[config.mk]
export PLATFORM = sky130hd
export DESIGN_NAME = multicycle_adder
export DESIGN_NICKNAME = d
export VERILOG_FILES = /design/src/rtl/multicycle_adder.sv
export SDC_FILE = /design/constraint.sdc
export NUM_CORES = 1
export LEC_CHECK = 0
export CORE_ASPECT_RATIO = 1.2
export CORE_UTILIZATION = 45
export CTS_BUF_LIST = sky130_fd_sc_hd__clkbuf_4 sky130_fd_sc_hd__clkbuf_8 sky130_fd_sc_hd__clkbuf_16
export CTS_CLUSTER_DIAMETER = 150
export DETAILED_ROUTE_END_ITERATION = 6
export PLACE_DENSITY = 0.79
export SKIP_LAST_GASP = 1
export SLEW_MARGIN = 20
export SYNTH_ARGS = -nofsm -noshare
export SYNTH_HDL_FRONTEND = slang
export SYNTH_SLANG_ARGS = --single-unit
[constraint.sdc]
create_clock -name clk -period 2.9 [get_ports clk]
set_input_delay 0.435 -clock clk [delete_from_list [all_inputs] [get_ports clk]]
set_output_delay 0.435 -clock clk [all_outputs]
set_load 0.01 [all_outputs]
[src/rtl/multicycle_adder.sv]
// multicycle_adder: WIDTH-bit adder that processes SLICE bits per clock with a
// registered carry between slices. Optional macro: MULTICYCLE_ADDER_SUBTRACT_EN.
module multicycle_adder #(
   parameter int WIDTH = 32,
   parameter int SLICE = 8
) (
   input  logic             clk,
   input  logic             reset_n,
   input  logic             in_valid,
   output logic             in_ready,
   input  logic [WIDTH-1:0] a,
   input  logic [WIDTH-1:0] b,
   input  logic             carryin,
`ifdef MULTICYCLE_ADDER_SUBTRACT_EN
   input  logic             sub,
`endif
   output logic             out_valid,
   input  logic             out_ready,
   output logic [WIDTH-1:0] sum,
   output logic             carryout,
   output logic             overflow
);

   localparam int NSLICE = WIDTH / SLICE;
   localparam int CW     = (NSLICE > 1) ? $clog2(NSLICE) : 1;
   localparam logic [CW-1:0] LAST = CW'(NSLICE - 1);

   if ((WIDTH % SLICE) != 0 || SLICE < 1) begin : g_bad_slice
      $error("multicycle_adder: WIDTH must be a multiple of SLICE");
   end

   typedef enum logic [1:0] {
      IDLE = 2'd0,
      RUN  = 2'd1,
      DONE = 2'd2
   } state_t;

   state_t            state;
   state_t            state_nx;
   logic [CW-1:0]     cnt;
   logic [WIDTH-1:0]  a_q;
   logic [WIDTH-1:0]  b_q;
   logic              carry_q;
   logic [WIDTH-1:0]  sum_q;
   logic              cout_q;
   logic              ovf_q;

   logic              accept;
   logic              last;
   logic [WIDTH-1:0]  b_eff;
   logic              cin_eff;
   int                base;
   logic [SLICE-1:0]  a_s;
   logic [SLICE-1:0]  b_s;
   logic [SLICE-1:0]  s_s;
   logic              c_s;
   logic              msb_cin;

   // Subtraction is folded into the operand/carry captured at acceptance.
`ifdef MULTICYCLE_ADDER_SUBTRACT_EN
   assign b_eff   = sub ? ~b : b;
   assign cin_eff = sub ? 1'b1 : carryin;
`else
   assign b_eff   = b;
   assign cin_eff = carryin;
`endif

   assign accept = in_valid && in_ready;
   assign last   = (cnt == LAST);

   // Add the current slice selected by the counter, plus the carry register.
   always_comb begin
      base    = int'(cnt) * SLICE;
      a_s     = SLICE'(a_q >> base);
      b_s     = SLICE'(b_q >> base);
      {c_s, s_s} = {1'b0, a_s} + {1'b0, b_s}
                 + {{SLICE{1'b0}}, carry_q};
      msb_cin = a_s[SLICE-1] ^ b_s[SLICE-1] ^ s_s[SLICE-1];
   end

   // State register.
   always_ff @(posedge clk) begin
      if (!reset_n) state <= IDLE;
      else          state <= state_nx;
   end

   // Next state and handshake outputs.
   always_comb begin
      state_nx  = state;
      in_ready  = 1'b0;
      out_valid = 1'b0;
      unique case (state)
         IDLE: begin
            in_ready = reset_n;
            if (accept) state_nx = RUN;
         end
         RUN: begin
            if (last) state_nx = DONE;
         end
         DONE: begin
            out_valid = 1'b1;
            if (out_ready) state_nx = IDLE;
         end
         default: state_nx = IDLE;
      endcase
   end

   // Operand capture, slice counter, carry ripple and result registers.
   always_ff @(posedge clk) begin
      if (!reset_n) begin
         cnt     <= '0;
         a_q     <= '0;
         b_q     <= '0;
         carry_q <= 1'b0;
         sum_q   <= '0;
         cout_q  <= 1'b0;
         ovf_q   <= 1'b0;
      end else if (state == IDLE) begin
         if (accept) begin
            a_q     <= a;
            b_q     <= b_eff;
            carry_q <= cin_eff;
            cnt     <= '0;
         end
      end else if (state == RUN) begin
         sum_q[base +: SLICE] <= s_s;
         carry_q <= c_s;
         cnt     <= cnt + 1'b1;
         if (last) begin
            cout_q <= c_s;
            ovf_q  <= msb_cin ^ c_s;
         end
      end
   end

   assign sum      = sum_q;
   assign carryout = cout_q;
   assign overflow = ovf_q;

endmodule

======== Yosys cells after proc, flatten, opt, wreduce, memory -nomap -nowiden ========
Cells that the tools add are included.
cells by class
  add/sub/neg operators ................... 4
  reduce and logical (&&, ||, !) cells .... 8
  bitwise gates (word level) .............. 4
  muxes and demuxes ....................... 13
  shift operators ......................... 4
  equality and inequality tests ........... 6
operators with widths
  cell                     count
  $shr 32x5->8             2
  $neg 5->33               1
  $shift 8x33->32 const A  1
  $shiftx 8x33->32         1
  $bwmux 32                1
  $mux 2                   6
  $add 8x8->9              1
  $add 9x1->9              1
  $ne 2x2->1 const B       3
  $pmux 2 s3               1
  $reduce_and 2->1         3
  $reduce_and 3->1         2
  $mux 1                   5
  $eq 2x2->1 const B       2
  $xor 1x1->1              3
  $add 2x1->2 const B      1
  $eq 2x1->1 const B       1
  $logic_not 2->1          1
  $reduce_bool 2->1        1
  $logic_and 1x1->1        1
  $not 1->1                1
storage, ports and cells
  input port bits ......................... 69
  logic and storage cells ................. 47
  flip-flop bits (word level) ............. 103

======== Logic depth before layout (Yosys ltp) ========
Gate-level depths: netlist (run 1).
  depth in word-level cells ............... 5
  depth in mapped cells ................... 9

======== Worst setup path before layout (run 1) ========
OpenSTA, ideal clock, no wires.
  kind .................................... flip-flop to flip-flop
  start ................................... register cnt[0]
  end ..................................... register carry_q
  data arrival time ....................... 2.886 ns
  path slack .............................. -0.102 ns
  required time ........................... 2.784 ns
  stages on the path, launching flop included .. 10
  period minus slack after synthesis ...... 3.002 ns
  path buffers ............................ 1
  cells stage by stage .................... dfxtp_1 > buf_4 > mux4_2 > fa_1 > fa_1 > a211oi_1 > o211ai_1 > a21oi_1 > a21oi_1 > o211a_1
between the ends
  cells in the longest elaborated chain, start to end .. 5
RTL lines
  item                                    line    RTL
  from (decl)                             40      logic [CW-1:0] cnt;
  from (signal assigned)                  128     cnt <= cnt + 1'b1;
  $shr 32x5->8, on equally long branches  74, 75
  $add 8x8->9 *                           76      {c_s, s_s} = {1'b0, a_s} + {1'b0, b_s}
  $add 9x1->9 *                           77      + {{SLICE{1'b0}}, carry_q};
  $mux 1 *                                125     end else if (state == RUN) begin
  $mux 1 *                                118     end else if (state == IDLE) begin
  to (signal assigned)                    122     carry_q <= cin_eff;
  to (signal assigned)                    127     carry_q <= c_s;
  to (decl)                               43      logic carry_q;
Mark *: on every way between the ends. The rest lies on a longest branch, timed or not. The select of a mux whose other input is x is not followed.
A chain may end at the register's enable or synchronous reset.

======== Worst setup path after layout (run 1) ========
  start ................................... register cnt[0]
  end ..................................... register sum_q[14], in the netlist sum[14]
between the ends
  cells in the longest elaborated chain, start to end .. 5
RTL lines
  item                                    line    RTL
  $shr 32x5->8, on equally long branches  74, 75
  $add 8x8->9                             76
  $add 9x1->9                             77
  $shiftx 8x33->32                        126     sum_q[base +: SLICE] <= s_s;
  $bwmux 32 *                             126
  to (signal, indexed assignment)         126
  to (decl)                               44      logic [WIDTH-1:0] sum_q;
Mark *: on every way between the ends. The rest lies on a longest branch, timed or not.

==> impl_metrics.ini, run 1 <==
[status]
status = completed

[critical_path]
timing.rr.end = sum[14]$_SDFFE_PN0P_
path_cells = mux4_2 -> fa_2 -> fa_2 -> a211oi_2 -> o21ai_0 -> xor2_1 -> buf_4 -> a22oi_1 -> nor2b_1
worst-r2r-cell-count = 9
end_kind = register
critPathLaunchType = register
crit_top_cell = fa_2
r2r_start = cnt[0]$_SDFFE_PN0P_
critPathRequiredTime_ns = 3.12
cp.arrival_ns = 3.00
crit_slowest_cell = mux4_2
worstSetupPathType = reg -> reg
cp_max_fo = 5
r2r_setup_slack_ns = 0.12
max_stage_delay_ns = 0.54

[sta]
period_share_pct = 96.0
tightest_slew_ns = 0.910
setup_viol_count_final = 0
maxSlewHeadroom_pct = 39.4
setup_ws_ns = 0.117
hold_viol_final = 0
slew_viol_final = 0
skew_ns = 0.00847
rsz0062_at_grt = yes
min_period_ns = 2.78
max_freq_ghz = 0.359
holdWs_ns = 0.460

[worst_hold_path]
hold_path_depth = 2
hp-start = b_q[23]$_SDFFE_PN0P_
hold_end = b_q[23]$_SDFFE_PN0P_
holdCritPathClass = reg -> reg

[pwr]
ir_drop_mv = 0.262
powerDensity_mw_per_mm2 = 535
power_leakage_nw = 2.21
finalPower_w = 0.00320

[logic_synthesis]
syn_nets = 566
avgSynthCellArea_sq_um = 9.40
ys_ff_latch = 103
synth-edff-count = 0
yosysMostFrequentCell = nand2_1
yosysUniqueCellTypes = 39
synth_top_cell_area_share_pct = 45.5
yosys.area.top_type = dfxtp_1
synth_common_cells = nand2_1 (130), dfxtp_1 (103), o21ai_0 (65)
async_flop_share_pct = 0
syn_inst = 482
mappedNetlistArea_sq_mm = 0.00453
yosys-top-cells-area = dfxtp_1 (46%), nand2_1 (11%), mux4_2 (8.0%), o21ai_0 (7.2%), a22oi_1 (4.8%)
ys_seq_area_share_pct = 45.5
ys_warn_count = 0
synth_ff_type = dfxtp_1

[die]
die-area_sq_mm = 0.0105
fp.dieW_um = 93.6
io_pins = 105
row_count = 39
initial_core_util_pct = 46.9
core_sq_mm = 0.00966
die_h_um = 112

[drt]
top_layer_used = met4
met2_length_um = 5460
drtPass1Iterations = 5
routed-wl-met3_um = 410
vias_per_cell = 5.25
post_drt_wl_per_cell_um = 14.9
drc = 0
drt_iter0_markers = 223
wirelength_um = 10500
wl_met1_um = 4430
ant_nets = 0
num_vias = 3700

[final_layout]
num-nets-final = 662
drive_above_1_share_pct = 10.8
area_growth_pct = 32.1
postLayoutCoreUtil_pct = 61.9
fin_area_sq_mm = 0.00598
diodes = 0

[clock_network]
clkSinkCount = 103
cts-root-buf = clkbuf_16
cts_buffers = 9
clock_latency_ns = 0.34
cts_buffer_depth = 2
path_clk_slew_ns = 0.06
htree_levels = 3
cts_tree = done

[place]
pre_cts_slack_ns = -0.0444
hpwl_um = 7710
dpl-instance-area_sq_mm = 0.00567
port_buffers = 104
gp_congestion = 0.811

[global_route]
grt_pass1_wl_um = 17300
grt_pass1_vias = 3683
antenna_found_initial = 0
grtUsageTotal_pct = 21.2
grt.overflow.total = 0
grt_max_degree = 108

[flow_run]
cap_violations = 0
[timing repair]
item	in CTS	in global routing
hold buffers	0	0
pin swaps	1	1
resized for setup	2	1
setup buffers	1	0
hold endpoints to repair	0	0
setup endpoints to repair	9	8
[metrics by stage]
stage / cells / TNS (ns)
2_1_floorplan: 482 / 0
3_3_place_gp: 689 / 0
3_5_place_dp: 689 / -0.102
4_1_cts: 705 / 0
5_1_grt: 705 / -0.000684
6_report: 705 / 0
[power breakdown]
group / leakage [nW] / internal, W / total [W] / switching [W]
combinational: 1.22 / 0.000236 / 0.000463 / 0.000227
sequential: 0.842 / 0.00149 / 0.00153 / 0.0000412
clock: 0.148 / 0.000719 / 0.00121 / 0.000492
[kinds of logic after synthesis]
| logic type | after synthesis | share of synthesized area, % |
|---|---|---|
| simple gates | 183 | 19.9 |
| compound gates | 120 | 16.4 |
| flops | 103 | 45.5 |
| buf+inv | 36 | 3.92 |
| mux | 18 | 8.40 |
| fa+ha+maj | 15 | 4.48 |
| xor+xnor | 7 | 1.35 |
[sequential cells by signal (all words and copies together) (netlist names)]
register  flops
sum          32
cnt           2
b_q          32
carryout      1
state         2
a_q          32
overflow      1
carry_q       1
[layout by cell type, fill, tap and decap left out, types with 4 or more instances in the layout]
master,n
nand2_1,130
inv_1,5
clkbuf_16,9
xnor2_1,4
mux4_2,16
a22oi_1,29
a31o_2,4
ha_1,13
o21ai_0,65
clkdlybuf4s50_1,103
a21oi_1,7
and3_1,4
dfxtp_1,102
buf_4,11
nor2b_1,33
[critical path, delay by kind of cell, from the launching register on]
| kind | cells | cell delay [ns] |
|---|---|---|
| flip-flops | 1 | 0.39 |
| multiplexers | 1 | 0.54 |
| AO/OA/AOI/OAI | 3 | 0.55 |
| buffers and inverters | 1 | 0.15 |
| adder cells (fa/ha/maj) | 2 | 0.78 |
| XOR/XNOR | 1 | 0.17 |
| AND/OR/NAND/NOR | 1 | 0.08 |
[how the worst max path moves through the flow]
stage,slack (ns),depth (start not counted),to,start
2_1_floorplan,0.01,9,carry_q$_SDFFE_PN0P_,cnt[0]$_SDFFE_PN0P_
3_3_place_gp,0.06,9,sum[28]$_SDFFE_PN0P_,cnt[0]$_SDFFE_PN0P_
3_5_place_dp,-0.04,8,sum[14]$_SDFFE_PN0P_,cnt[0]$_SDFFE_PN0P_
4_1_cts,0.03,9,sum[14]$_SDFFE_PN0P_,cnt[0]$_SDFFE_PN0P_
5_1_grt,-0.0007,8,sum[15]$_SDFFE_PN0P_,cnt[0]$_SDFFE_PN0P_
6_report,0.12,9,sum[14]$_SDFFE_PN0P_,cnt[0]$_SDFFE_PN0P_
[area by class of cell]
cell class,count,area [sq um]
Clock buffer,12,260
Clock inverter,3,42.5
Fill cell,821,3680
Inverter,5,18.8
Multi-Input combinational cell,343,2310
Sequential cell,103,2060
Tap cell,123,154
Timing Repair Buffer,116,1140
[routing by layer]
| layer | GRT usage (%) | up-vias |
|---|---|---|
| met3 | 3.83 | 15 |
| met2 | 37.2 | 96 |
| li1 | - | 1852 |
| met1 | 25.7 | 1737 |
| met5 | 0 | - |
| met4 | 7.38 | 0 |
Note: power is estimated with default switching activity, not from simulation.
==> run 2, diff against run 1 <==
--- a/config.mk
+++ b/config.mk
@@ -5,7 +5,6 @@
 export SDC_FILE = /design/constraint.sdc
 export NUM_CORES = 1
 export LEC_CHECK = 0
-export CORE_ASPECT_RATIO = 1.2
 export CORE_UTILIZATION = 45
 export CTS_BUF_LIST = sky130_fd_sc_hd__clkbuf_4 sky130_fd_sc_hd__clkbuf_8 sky130_fd_sc_hd__clkbuf_16
 export CTS_CLUSTER_DIAMETER = 150
==> impl_metrics.ini, run 2 (same netlist as run 1, synthesis figures left out) <==
[status]
status = completed

[critical_path]
worstSetupPathType = reg -> reg
path_cells = buf_4 -> mux4_2 -> ha_1 -> a211oi_1 -> nor3_1 -> a2111oi_4 -> xnor2_1 -> a31o_2
worst-r2r-cell-count = 8
critPathRequiredTime_ns = 3.17
crit_slowest_cell = mux4_2
cp.arrival_ns = 3.03
max_stage_delay_ns = 0.58
r2r_start = cnt[0]$_SDFFE_PN0P_
critPathLaunch = cnt[0]$_SDFFE_PN0P_
cp_max_fo = 6
end_kind = register
critPathLaunchType = register

[flow_run]
cap_violations = 0

[clock_network]
clkSinkCount = 103
cts_buffer_depth = 2
postCtsHoldBufs = 0
cts-root-buf = clkbuf_8
htree_levels = 3
cts_buffers = 9
clock_latency_ns = 0.38
cts_tree = done
path_clk_slew_ns = 0.09

[final_layout]
postLayoutCoreUtil_pct = 59.9
final_common_cell = nand2_1
seqCellArea_sq_mm = 0.00206
area_growth_pct = 29.3
num-nets-final = 658
multi_input_area_sq_mm = 0.00231
fillerInstances = 859
diodes = 0
final_cell_mix = nand2_1 (130), clkdlybuf4s50_1 (103), dfxtp_1 (102)
drive_above_1_share_pct = 10.4

[pwr]
switchingPower_w = 0.000775
internal_power_w = 0.00206
comb_power_share_pct = 16.0
ir_drop_mv = 0.288
powerDensity_mw_per_mm2 = 485
seqPwrFrac_pct = 53.7
p_clk_share_pct = 30.3
power_leakage_nw = 2.14
switching_share_pct = 27.3

[sta]
hold_viol_final = 0
maxSlewHeadroom_pct = 38.1
setup_tns_ns = 0
max_freq_ghz = 0.363
slew_viol_final = 0
tightest_slew_ns = 0.928
period_share_pct = 95.1
min_period_ns = 2.76
skew_ns = 0.0168
setup_viol_count_final = 0
rsz0062_at_grt = no

[drt]
wirelength_um = 10400
post_drt_wl_per_cell_um = 14.7
vias_per_cell = 5.17
drt_iter0_markers = 243
drc = 0
ant_nets = 0
drtPass1Iterations = 4
num_vias = 3681

[die]
core_sq_mm = 0.00977
die_h_um = 102
io_pins = 105
fp.dieW_um = 102
row_count = 36
die-area_sq_mm = 0.0105
initial_core_util_pct = 46.3

[global_route]
grt_pass1_wl_um = 16800
grt_max_degree = 129
grtUsageTotal_pct = 21.1
grt.overflow.total = 0
grt_pass1_vias = 3455
antenna_found_initial = 0

[worst_hold_path]
hold_path_depth = 2
holdCritPathClass = reg -> reg
hp-start = a_q[29]$_SDFFE_PN0P_

[place]
gp_congestion = 0.862
hpwl_um = 7640
port_buffers = 104
[run 2: layout make-up]
cell class	instances	area share, %
flip-flops and latches	103	35.2
clock inverters	6	0.876
inverters	5	0.321
clock buffers	10	2.35
repair buffers	112	19.0
well taps	133	2.84
multi-input cells	343	39.4
[run 2: through the flow]
step | worst slack (ns) | cells | hold WS, ns | instance area, sq um | total power (W)
global route | 0.0187 | 712 | 0.474 | 5860 | 0.00296
floorplan | 0.0113 | 482 | 0.425 | 4540 | 0.00182
detailed placement | -0.0354 | 695 | 0.443 | 5650 | 0.00201
CTS | 0.0420 | 712 | 0.458 | 5850 | 0.00286
finish | 0.142 | 712 | 0.456 | 5860 | 0.00284
global placement | 0.0461 | 695 | 0.437 | 5650 | 0.00200
[run 2: worst max-delay path, delay by kind of cell (launching register included)]
| family | cells | cell delay [ns] |
|---|---|---|
| buffers and inverters | 1 | 0.21 |
| xor gates and xnor gates | 1 | 0.20 |
| DFF | 1 | 0.39 |
| adders and majority gates | 1 | 0.33 |
| AOI/OAI and AO/OA | 3 | 0.81 |
| and+or+nand+nor | 1 | 0.14 |
| muxes | 1 | 0.58 |
[run 2: final timing paths]
path         slack (ns)              endpoint
min                0.46  a_q[29]$_SDFFE_PN0P_
max reg2reg        0.14  sum[31]$_SDFFE_PN0P_
max                0.14  sum[31]$_SDFFE_PN0P_
min reg2reg        0.46  a_q[29]$_SDFFE_PN0P_
[run 2: power by group through the flow]
stage	logic [W]	registers, W	clock network, W
2_1_floorplan	0.000271	0.00155	0
3_3_place_gp	0.000441	0.00156	0
3_5_place_dp	0.000449	0.00156	0
4_1_cts	0.000454	0.00153	0.000880
5_1_grt	0.000498	0.00153	0.000929
6_report	0.000455	0.00153	0.000859
[run 2: what timing repair did]
action | CTS | global route
endpoints found under the setup margin | 5 | 16
pin swaps | 0 | 1
setup buffers | 1 | 0
resized for setup | 1 | 3
[run 2: layer usage]
metal  GRT usage, %  routed length (um)
met1           26.4                4640
met3           3.97                 475
met4           6.70                 170
met2           36.7                5160
met5              0                   0
